$ cat config.mk
export PLATFORM = sky130hd
export DESIGN_NAME = load_store_unit
export DESIGN_NICKNAME = d
export VERILOG_FILES = /design/src/rtl/lsu_pkg.sv /design/src/rtl/lsu_lane.sv /design/src/rtl/load_store_unit.sv
export SDC_FILE = /design/constraint.sdc
export NUM_CORES = 1
export LEC_CHECK = 0
export BUFFER_PORTS_ARGS = -buffer_cell sky130_fd_sc_hd__buf_4
export CAP_MARGIN = 20
export CORE_AREA = 2 2 176 178
export CTS_CLUSTER_SIZE = 25
export DETAILED_ROUTE_END_ITERATION = 7
export DIE_AREA = 0 0 178 180
export PLACE_DENSITY = 0.8
export SLEW_MARGIN = 20
export SYNTH_ARGS = -nofsm -noshare
export SYNTH_HDL_FRONTEND = slang
export SYNTH_SLANG_ARGS = --single-unit
$ cat constraint.sdc
create_clock -name clk -period 2.16 [get_ports clk]
set_input_delay 0.216 -clock clk [delete_from_list [all_inputs] [get_ports clk]]
set_output_delay 0.216 -clock clk [all_outputs]
set_load 0.05 [all_outputs]
$ cat src/rtl/lsu_pkg.sv
// lsu_pkg: shared state encoding, funct3 codes and access-check helpers for the load/store unit
package lsu_pkg;
   typedef enum logic [1:0] {IDLE, RD_WAIT, WRITE, DONE} lsu_state_t;
   localparam logic [2:0] F3_B  = 3'b000;
   localparam logic [2:0] F3_H  = 3'b001;
   localparam logic [2:0] F3_W  = 3'b010;
   localparam logic [2:0] F3_D  = 3'b011;
   localparam logic [2:0] F3_BU = 3'b100;
   localparam logic [2:0] F3_HU = 3'b101;
   localparam logic [2:0] F3_WU = 3'b110;
   function automatic logic f3_illegal(input logic st, input logic [2:0] f3);
      return st ? f3[2] : f3 == 3'b111;
   endfunction
   // funct3[1:0] is the access size for both signed and unsigned loads
   function automatic logic addr_misaligned(input logic [1:0] sz, input logic [2:0] a);
      return sz == 2'd1 ? a[0] : sz == 2'd2 ? |a[1:0] : sz == 2'd3 ? |a : 1'b0;
   endfunction
endpackage

$ cat src/rtl/lsu_lane.sv
// lsu_lane: byte-lane extraction/extension for loads and lane merge for read-modify-write stores
module lsu_lane
   import lsu_pkg::*;
(
   input  logic [63:0] rdata,
   input  logic [63:0] store_data,
   input  logic [2:0]  offset,
   input  logic [2:0]  funct3,
   output logic [63:0] load_val,
   output logic [63:0] wdata
);
   logic [5:0]  sh;
   logic [63:0] lane;
   logic [63:0] size_mask;
   always_comb begin
      sh = {offset, 3'b000};
      lane = rdata >> sh;
      size_mask = funct3[1:0] == 2'd0 ? 64'h0000_0000_0000_00FF :
                  funct3[1:0] == 2'd1 ? 64'h0000_0000_0000_FFFF :
                  funct3[1:0] == 2'd2 ? 64'h0000_0000_FFFF_FFFF : '1;
      load_val = funct3 == F3_D  ? lane :
                 funct3 == F3_B  ? {{56{lane[7]}}, lane[7:0]} :
                 funct3 == F3_H  ? {{48{lane[15]}}, lane[15:0]} :
                 funct3 == F3_W  ? {{32{lane[31]}}, lane[31:0]} :
                 funct3 == F3_BU ? {56'd0, lane[7:0]} :
                 funct3 == F3_HU ? {48'd0, lane[15:0]} :
                 funct3 == F3_WU ? {32'd0, lane[31:0]} : lane;
      wdata = (rdata & ~(size_mask << sh)) | ((store_data & size_mask) << sh);
   end
endmodule

$ cat src/rtl/load_store_unit.sv
// load_store_unit: RV64I load/store sequencer on a doubleword memory with RMW for narrow stores
module load_store_unit
   import lsu_pkg::*;
#(
   parameter int MEM_LATENCY = 1
) (
   input  logic        clk,
   input  logic        rst,
   input  logic        start,
   input  logic        is_store,
   input  logic [2:0]  funct3,
   input  logic [63:0] addr,
   input  logic [63:0] store_data,
   output logic        busy,
   output logic        done,
   output logic [63:0] load_data,
   output logic        misaligned,
   output logic        illegal,
   output logic [63:0] mem_addr,
   output logic [63:0] mem_wdata,
   output logic        mem_wr,
   input  logic [63:0] mem_rdata
);
   lsu_state_t  state;
   logic        st_q;
   logic [2:0]  f3_q;
   logic [2:0]  off_q;
   logic [2:0]  cnt;
   logic [63:0] sd_q;
   logic [63:0] rdata_q;
   logic        mis_q;
   logic        ill_q;
   logic        err_ill;
   logic        err_mis;
   logic [63:0] lane_load;
   logic [63:0] lane_wdata;
   assign err_ill = f3_illegal(is_store, funct3);
   assign err_mis = addr_misaligned(funct3[1:0], addr[2:0]);
   assign busy = state != IDLE;
   lsu_lane u_lane (
      .rdata(rdata_q),
      .store_data(sd_q),
      .offset(off_q),
      .funct3(f3_q),
      .load_val(lane_load),
      .wdata(lane_wdata)
   );
   always_ff @(posedge clk) begin
      if (rst) begin
         state <= IDLE;
         done <= 1'b0;
         load_data <= '0;
         misaligned <= 1'b0;
         illegal <= 1'b0;
         mem_wr <= 1'b0;
         mem_wdata <= '0;
         mem_addr <= '0;
         st_q <= 1'b0;
         f3_q <= '0;
         off_q <= '0;
         sd_q <= '0;
         rdata_q <= '0;
         cnt <= '0;
         mis_q <= 1'b0;
         ill_q <= 1'b0;
      end else begin
         done <= 1'b0;
         misaligned <= 1'b0;
         illegal <= 1'b0;
         mem_wr <= 1'b0;
         case (state)
            IDLE: if (start) begin
               st_q <= is_store;
               f3_q <= funct3;
               off_q <= addr[2:0];
               sd_q <= store_data;
               ill_q <= err_ill;
               mis_q <= !err_ill && err_mis;
               cnt <= '0;
               if (err_ill || err_mis) state <= DONE;
               else begin
                  mem_addr <= {addr[63:3], 3'b000};
                  state <= is_store && funct3 == F3_D ? WRITE : RD_WAIT;
               end
            end
            RD_WAIT: begin
               cnt <= cnt + 3'd1;
               if (cnt == 3'(MEM_LATENCY)) begin
                  rdata_q <= mem_rdata;
                  state <= st_q ? WRITE : DONE;
               end
            end
            WRITE: begin
               mem_wr <= 1'b1;
               mem_wdata <= lane_wdata;
               state <= DONE;
            end
            DONE: begin
               done <= 1'b1;
               misaligned <= mis_q;
               illegal <= ill_q;
               if (!st_q && !mis_q && !ill_q) load_data <= lane_load;
               state <= IDLE;
            end
            default: state <= IDLE;
         endcase
      end
   end
endmodule
# Yosys cells after proc, flatten, opt, wreduce, memory -nomap -nowiden
# Index checks and enable logic that the tools add are counted.
# totals
ramBits,0
latch_bits,0
output_inout_bits,197
n_memories,0
rom_bits,0
input_bits,199
regBits,335
wordCells,92
# classes
n_shift,3
muxes,24
multipliers,0
n_eq_ne,19
bitwise_logic,6
n_div,0
addsub,1
order_cmp,0
reduce_logical,23
# op_table
cell,n
64-bit 2-to-1 mux,10
64-bit bitwise AND,2
64-bit by 6-bit << shifter with 64-bit output,2
64-bit NOT,1
64-bit bitwise OR,1
64-bit by 6-bit >> shifter with 64-bit output,1
"3-bit equality test, second input constant",4
"2-bit equality test, second input constant",5
2-bit AND reduction,5
"3-bit by 2-bit equality test with 1-bit output, second input constant",3
2-bit 2-to-1 mux,4
2-bit case mux with 4 select lines,1
1-bit 2-to-1 mux,7
"2-bit by 1-bit equality test with 1-bit output, second input constant",3
"3-bit by 1-bit equality test with 1-bit output, second input constant",2
3-bit case mux with 2 select lines,1
1-bit logical AND,4
1-bit logical NOT,4
2-bit logical NOT,2
"2-bit != test, second input constant",2
2-bit nonzero test,2
2-bit OR reduction,2
"3-bit by 1-bit adder with 3-bit output, second input constant",1
3-bit logical NOT,1
5 further kinds,6

# Longest topological paths before layout
# Gate-level depths: netlist (run 1).
# logic_depth
ltp_word,8
ltp_mapped,9
ltp_nobuf,7

# By module
# A second synthesis (run 1) with hierarchy kept.
# hier_totals
hier_cells,2122
hier_area_um2,17185.2
# by_module_without_submodules
mod,area_per_inst_um2,instances,cells_per_inst
load_store_unit,12395.6,1,1406
lsu_lane,4789.6,1,716

# Least setup slack after synthesis (run 1)
# Ideal clock, no wire load.
# synth_timing
path_type,register to register
start,register off_q[1]
end,register load_data[32]
path_buffers,1
slack_ns,0.260
t_arrival_ns,1.754
t_required_ns,2.014
stages_incl_launch_ff,7
cell_sequence,dfxtp_1 mux2_2 and2_1 o31a_4 nor3_4 buf_6 a211oi_2
# synth_via
elab_chain_len,8
# synth_lines
item,line,source
"start, declared",load_store_unit.sv:27,logic [2:0] off_q;
"start signal, assigned",load_store_unit.sv:75,off_q <= addr[2:0];
64-bit by 6-bit >> shifter with 64-bit output (*),lsu_lane.sv:17,lane = rdata >> sh;
64-bit 2-to-1 mux,lsu_lane.sv:27,"funct3 == F3_WU ? {32'd0, lane[31:0]} : lane;"
64-bit 2-to-1 mux,lsu_lane.sv:26,"funct3 == F3_HU ? {48'd0, lane[15:0]} :"
64-bit 2-to-1 mux,lsu_lane.sv:25,"funct3 == F3_BU ? {56'd0, lane[7:0]} :"
64-bit 2-to-1 mux,lsu_lane.sv:24,"funct3 == F3_W ? {{32{lane[31]}}, lane[31:0]} :"
64-bit 2-to-1 mux,lsu_lane.sv:23,"funct3 == F3_H ? {{48{lane[15]}}, lane[15:0]} :"
64-bit 2-to-1 mux,lsu_lane.sv:22,"funct3 == F3_B ? {{56{lane[7]}}, lane[7:0]} :"
64-bit 2-to-1 mux (*),lsu_lane.sv:21,load_val = funct3 == F3_D ? lane :
"end signal, assigned",load_store_unit.sv:102,if (!st_q && !mis_q && !ill_q) load_data <= lane_load;
"end, declared",load_store_unit.sv:16,"output logic [63:0] load_data,"
# Every way passes the cells marked *; elsewhere a longest branch is shown, timed or not.
# A chain may end at the register's enable or synchronous reset.

# Final worst setup path (run 1)
# layout_timing
start,register off_q[1]
end,register load_data[59]
# Same word-level chain as after synthesis.

==> results of run 1 <==
[worst min-delay path, stage by stage]
cell	delay (ns)
buf_4	0.14
nand2_1	0.07
a21oi_1	0.06
[state kept, by name (all words and copies together) (netlist names)]
signal,flops
misaligned,1
off_q,3
rdata_q,64
ill_q,1
illegal,1
mis_q,1
mem_wdata,64
mem_addr,61
st_q,1
load_data,64
state,2
mem_wr,1
done,1
sd_q,64
cnt,3
f3_q,3
[area by class of cell]
class,count,area (µm²),share of cell area (%)
antenna,3,7.51,0.0326
clock buffer,51,1050,4.55
clock inverter,14,181,0.788
inverter,20,75.1,0.326
multi-input combinational,1432,8510,36.9
sequential,335,6720,29.2
tap,396,495,2.15
timing repair buffer,693,6000,26.0
[kinds of logic (layout without fill, tap and decap cells)]
kind of cell | Yosys count | after routing | share of synthesized area [%]
buf+inv | 193 | 778 | 5.78
mux | 120 | 120 | 9.93
simple gates | 788 | 788 | 19.9
other cells | 1 | 6 | 0.0233
compound gates | 515 | 515 | 22.2
fa+ha+maj | 6 | 6 | 0.466
flops | 335 | 335 | 41.7
[metrics by stage]
| stage | power [mW] | area (µm²) | hold slack [ns] | std cells | worst slack (ns) |
|---|---|---|---|---|---|
| after floorplan | 13.9 | 16100 | 0.352 | 1960 | 0.260 |
| after global placement | 16.8 | 19800 | 0.442 | 2684 | 0.0211 |
| after detailed placement | 16.9 | 19800 | 0.449 | 2684 | 0.0184 |
| after CTS | 23.5 | 22900 | 0.000408 | 2937 | 0.0893 |
| after global routing | 24.7 | 23000 | 0.0115 | 2944 | 0.00601 |
| final | 23.9 | 23000 | 0.00886 | 2944 | 0.0933 |
[metal layers]
layer	share of wire (%)	vias up	routed length, µm	GRT usage [%]
li1	-	7949	-	-
met1	36	8305	24700	48.7
met2	47	1124	31700	66.7
met3	10	307	7050	9.67
met4	6.4	8	4380	22.8
met5	0.082	-	56	0
[worst paths after layout]
| kind | startpoint | to | slack [ns] |
|---|---|---|---|
| worst min-delay path | funct3[1] | f3_q[1]$_SDFFE_PP0P_ | 0.009 |
| worst max-delay path | off_q[1]$_SDFFE_PP0P_ | load_data[59]$_SDFFE_PP0P_ | 0.09 |
| worst min register to register | mem_addr[47]$_SDFFE_PP0P_ | mem_addr[47]$_SDFFE_PP0P_ | 0.46 |
| worst max register to register | off_q[1]$_SDFFE_PP0P_ | load_data[59]$_SDFFE_PP0P_ | 0.09 |
[cells in the final DEF (no fill, tap or decap), types with 18 or more instances in the layout]
cell type	instances
nor2_1	158
mux4_2	28
buf_12	22
a21oi_1	224
o21ai_0	42
dlygate4sd3_1	188
nand2_1	541
dfxtp_1	331
mux2i_1	57
buf_4	478
mux2_2	33
clkbuf_16	39
nor2b_1	19
inv_1	18
a211oi_1	65
a211oi_2	39
a311oi_1	18
[power groups by stage]
stage	sequential [mW]	combinational, mW	clock (mW)
floorplan	10.2	3.69	0
global placement	8.26	8.49	0
detailed placement	8.28	8.60	0
CTS	8.16	8.91	6.48
global route	8.26	9.68	6.74
finish	8.22	9.16	6.52
[what timing repair did]
| action | CTS | global route |
|---|---|---|
| endpoints found under the setup margin | 3 | 10 |
| hold buffers | 188 | 0 |
| gates cloned | 0 | 2 |
| setup buffers | 0 | 2 |
| pin swaps | 0 | 1 |
| gates resized for setup | 1 | 4 |
| hold endpoints to repair | 188 | 0 |
==> flow_metrics.py, run 1 <==
metrics = {
    "yosys": {
        "synthArstFlopShare_pct": 0,
        "yosys.area.top_type_share_pct": 41.7,
        "yosysUniqueCellTypes": 78,
        "avgSynthCellArea_um2": 8.22,
        "yosysTopAreaCell": "dfxtp_1",
        "ys_dominant_reg_cell": "dfxtp_1",
        "netlist_area_um2": 16100,
        "ys_seq_area_share_pct": 41.7,
        "synth_edf_count": 0,
        "synth_common_cells": "nand2_1 (542), dfxtp_1 (335), a21oi_1 (224)",
        "synth_seq_cells": 335,
        "netlist_instances": 1958,
        "synth_warnings": 0,
        "synth_area_leaders": "dfxtp_1 (42%), nand2_1 (13%), a21oi_1 (7.0%)",
        "synth_most_common_cell": "nand2_1",
    },
    "die": {
        "rows": 64,
        "start_util_pct": 53.3,
        "ios": 396,
        "die_area_um2": 32000,
        "die_h_um": 180,
        "core_um2": 30200,
        "die_x_um": 178,
    },
    "routing": {
        "wirelength_um": 67900,
        "drcViolationCount": 0,
        "wire_per_inst_um": 23.1,
        "avgViaCountPerCell": 6.01,
        "vias": 17700,
        "drtPass1Iterations": 6,
        "initialDrtViolationCount": 2123,
        "detail-route-antenna-nets": 0,
    },
    "worst_setup_path": {
        "cp_max_fo": 32,
        "worstPathArrival_ns": 2.46,
        "path_depth": 7,
        "r2r_cells": 7,
        "critPathCaptureType": "flop",
        "cp_num_buf_inv": 2,
        "crit_path_max_incr_delay_ns": 0.50,
        "slowest_stage": "a2111oi_2",
        "cp-start-kind": "flop",
        "cpLargestDelayFamily": "compound AO/OA/AOI/OAI gates",
        "path_class": "flop to flop",
        "crit_chain": "buf_4, nor2b_1, a2111oi_2, o31ai_4, nor3_4, buf_12, a211oi_1",
        "crit_required_ns": 2.56,
    },
    "global_route": {
        "grt_pass1_vias": 17400,
        "grt_max_degree": 74,
        "globalRoute.totalOverflow": 0,
        "grt_antenna_before_repair": 7,
        "grtUsageTotal_pct": 40.7,
        "grt_pass1_wl_um": 100000,
    },
    "flow_run": {
        "drv_cap": 0,
    },
    "timing": {
        "fin_crit_sh_pct": 95.7,
        "setup_viol": 0,
        "hold_viol_final": 0,
        "period_minus_slack_ns": 2.07,
        "rsz0062_at_grt": "no",
        "maxSlewHeadroom_pct": 47.7,
        "skew_ns": 0.0103,
        "final_max_slew_viol_count": 0,
        "tightestPinTransition_ns": 0.779,
        "fmax_mhz": 484,
        "final.setup.tns_ns": 0,
    },
    "power": {
        "p_sw_mw": 9.57,
        "p_leak_nw": 8.90,
        "clkPwrFrac_pct": 27.3,
        "sequentialPowerShare_pct": 34.4,
        "ir_drop_uv": 765,
        "combPwrFrac_pct": 38.3,
        "p_per_area_nw_per_um2": 1040,
        "p_int_mw": 14.3,
        "swShare_pct": 40.0,
    },
    "clocking": {
        "h-tree-depth": 2,
        "cts.sinks": 335,
        "cts_tree": "built",
        "clk_latency_ns": 0.53,
        "cts_buffer_depth": 3,
        "root_buffer": "clkbuf_16",
        "clk_pin_slew_ns": 0.06,
        "numCtsBuffers": 36,
    },
    "place": {
        "gp_congestion": 1.02,
        "placement.io_buffers": 392,
        "place_hpwl_um": 45100,
    },
    "cells_and_area": {
        "fillers": 2008,
        "area_growth_pct": 43.1,
        "postLayoutCoreUtil_pct": 76.3,
        "drive_above_1_share_pct": 27.3,
        "final_nets": 2723,
    },
    "min_path": {
        "hp-class": "input port to flop",
        "worstHoldPathCells": 3,
    },
    "run_status": {
        "status": "complete, no violations",
    },
}
(Power assumes the default switching activity.)
==> run 2: changes to the inputs <==
--- a/config.mk
+++ b/config.mk
@@ -7,11 +7,13 @@
 export LEC_CHECK = 0
 export BUFFER_PORTS_ARGS = -buffer_cell sky130_fd_sc_hd__buf_4
 export CAP_MARGIN = 20
-export CORE_AREA = 2 2 176 178
+export CELL_PAD_IN_SITES_DETAIL_PLACEMENT = 1
+export CELL_PAD_IN_SITES_GLOBAL_PLACEMENT = 2
+export CORE_AREA = 2 2 231 233
 export CTS_CLUSTER_SIZE = 25
 export DETAILED_ROUTE_END_ITERATION = 7
-export DIE_AREA = 0 0 178 180
-export PLACE_DENSITY = 0.8
+export DIE_AREA = 0 0 233 235
+export PLACE_DENSITY_LB_ADDON = 0.1
 export SLEW_MARGIN = 20
 export SYNTH_ARGS = -nofsm -noshare
 export SYNTH_HDL_FRONTEND = slang
==> run 2 against run 1 <==
Compared with the run above: sequential power about the same; worst setup slack got worse by 0.045 ns; largest power group unchanged; via count decreased by 4.3%; global-route usage decreased by 13 points.
==> flow_metrics.py, run 2 (synthesized netlist as in run 1, its figures left out) <==
metrics = {
    "timing": {
        "final.setup.tns_ns": 0,
        "final_max_slew_viol_count": 0,
        "skew_ns": 0.0177,
        "setup_viol": 0,
        "maxSlewHeadroom_pct": 60.0,
        "period_minus_slack_ns": 2.11,
        "tightestPinTransition_ns": 0.596,
        "rsz0062_at_grt": "yes",
        "fin_crit_sh_pct": 97.8,
        "fin_hold_ws_ns": 0.0323,
        "hold_viol_final": 0,
        "layout_setup_ws_ns": 0.0479,
        "fmax_mhz": 473,
    },
    "min_path": {
        "min_from": "funct3[1]",
        "hp-class": "input port to flop",
    },
    "place": {
        "placement.io_buffers": 392,
        "dpl.cell_count": 2999,
        "dpl_worst_slack_ns": -0.0477,
        "place_area_um2": 20300,
        "place_hpwl_um": 56800,
        "gp_congestion": 0.905,
    },
    "routing": {
        "wirelength_um": 76900,
        "detail-route-antenna-nets": 0,
        "vias": 16900,
        "initialDrtViolationCount": 1098,
        "drtPass1Iterations": 5,
        "wire_per_inst_um": 23.5,
        "drcViolationCount": 0,
        "avgViaCountPerCell": 5.18,
    },
    "die": {
        "ios": 396,
        "die_area_um2": 54800,
        "rows": 84,
        "start_util_pct": 30.8,
        "die_x_um": 233,
        "core_um2": 52200,
        "die_h_um": 235,
    },
    "cells_and_area": {
        "layout_common_cells": "nand2_1 (541), buf_4 (506), dfxtp_1 (331)",
        "area_growth_pct": 47.6,
        "stdcell_area_um2": 23800,
        "final_nets": 2759,
        "instances_no_fill": 3272,
        "final_common_cell": "nand2_1",
        "drive_above_1_share_pct": 28.1,
    },
    "clocking": {
        "clk_pin_slew_ns": 0.06,
        "clk_latency_ns": 0.56,
        "cts_buffer_depth": 3,
        "numCtsBuffers": 40,
        "root_buffer": "clkbuf_16",
        "cts.sinks": 335,
        "h-tree-depth": 2,
        "cts_tree": "built",
    },
    "power": {
        "p_leak_nw": 9.07,
        "p_per_area_nw_per_um2": 1030,
        "ir_drop_uv": 555,
    },
    "global_route": {
        "grt_pass1_wl_um": 114000,
        "grtUsageTotal_pct": 27.4,
        "grt_pass1_vias": 17900,
        "globalRoute.totalOverflow": 0,
        "grt_max_degree": 74,
        "grt_antenna_before_repair": 3,
    },
    "run_status": {
        "status": "complete, no violations",
    },
    "worst_setup_path": {
        "slowest_stage": "dfxtp_4",
        "crit_chain": "buf_16, nand3b_1, or2_1, a311oi_2, nor3_4, buf_12, buf_4, a211oi_1",
        "cp_max_fo": 13,
        "r2r_setup_slack_ns": 0.05,
        "crit_path_max_incr_delay_ns": 0.42,
        "regToRegStartpoint": "off_q[1]$_SDFFE_PP0P_",
        "critPathCaptureType": "flop",
        "cp-start-kind": "flop",
        "critPathLaunch": "off_q[1]$_SDFFE_PP0P_",
        "path_class": "flop to flop",
        "worstPathArrival_ns": 2.57,
        "crit_required_ns": 2.62,
    },
    "flow_run": {
        "drv_cap": 0,
    },
}
## run 2: cell types whose count changed in the layout (fill, tap and decap cells not counted), moves of 3 or more
cell,previous run,this run
buf_12,22,18
o21ai_1,2,7
clkinv_2,7,1
buf_4,478,506
clkbuf_16,39,45
clkbuf_1,7,13
bufinv_16,4,1
dlygate4sd3_1,188,194
o21ai_0,42,36
## run 2: power breakdown
group          internal, mW  switching [mW]  leakage, nW
registers              7.19            1.03         2.73
logic                  3.33            6.06         5.71
clock network          4.00            2.76        0.629
## run 2: path summary, 6_finish.rpt
path	end	cells past startpoint
min	f3_q[1]$_SDFFE_PP0P_	3
min reg2reg	mem_addr[28]$_SDFFE_PP0P_	2
max	load_data[58]$_SDFFE_PP0P_	8
max reg2reg	load_data[58]$_SDFFE_PP0P_	8
## run 2: final cells by class
class	count	area, µm²
multi-input cells	1432	8560
clock buffers	64	1220
repair buffers	725	6240
flip-flops and latches	335	6720
diodes	1	2.50
well taps	688	861
inverters	20	75.1
clock inverters	7	76.3
fillers	6140	28500
## run 2: worst max-delay path, delay by kind of cell (launching register included)
family          cells  cell delay [ns]
compound gates      2             0.62
simple gates        3             0.49
buf+inv             3             0.46
flops               1             0.42
## run 2: timing repair
item / in CTS / in global routing
pin swaps: 0 / 4
endpoints found under the setup margin: 3 / 44
endpoints found under the hold margin: 193 / 1
gates resized for setup: 1 / 18
hold buffers: 193 / 1
cloned: 0 / 3
buffers inserted: 0 / 4
## run 2: through the flow
stage	power [mW]	util, %
4_1_cts	24.4	45.1
2_1_floorplan	13.9	-
6_report	24.4	45.5
3_5_place_dp	17.3	38.9
5_1_grt	25.5	45.5
3_3_place_gp	17.2	38.9
## run 2: routing by layer
metal	up-vias	share of wire [%]	global-route usage, %
li1	8007	-	-
met1	8294	44	36.1
met2	514	47	45.1
met3	122	5.8	4.95
met4	0	3.2	8.96
met5	-	0	0
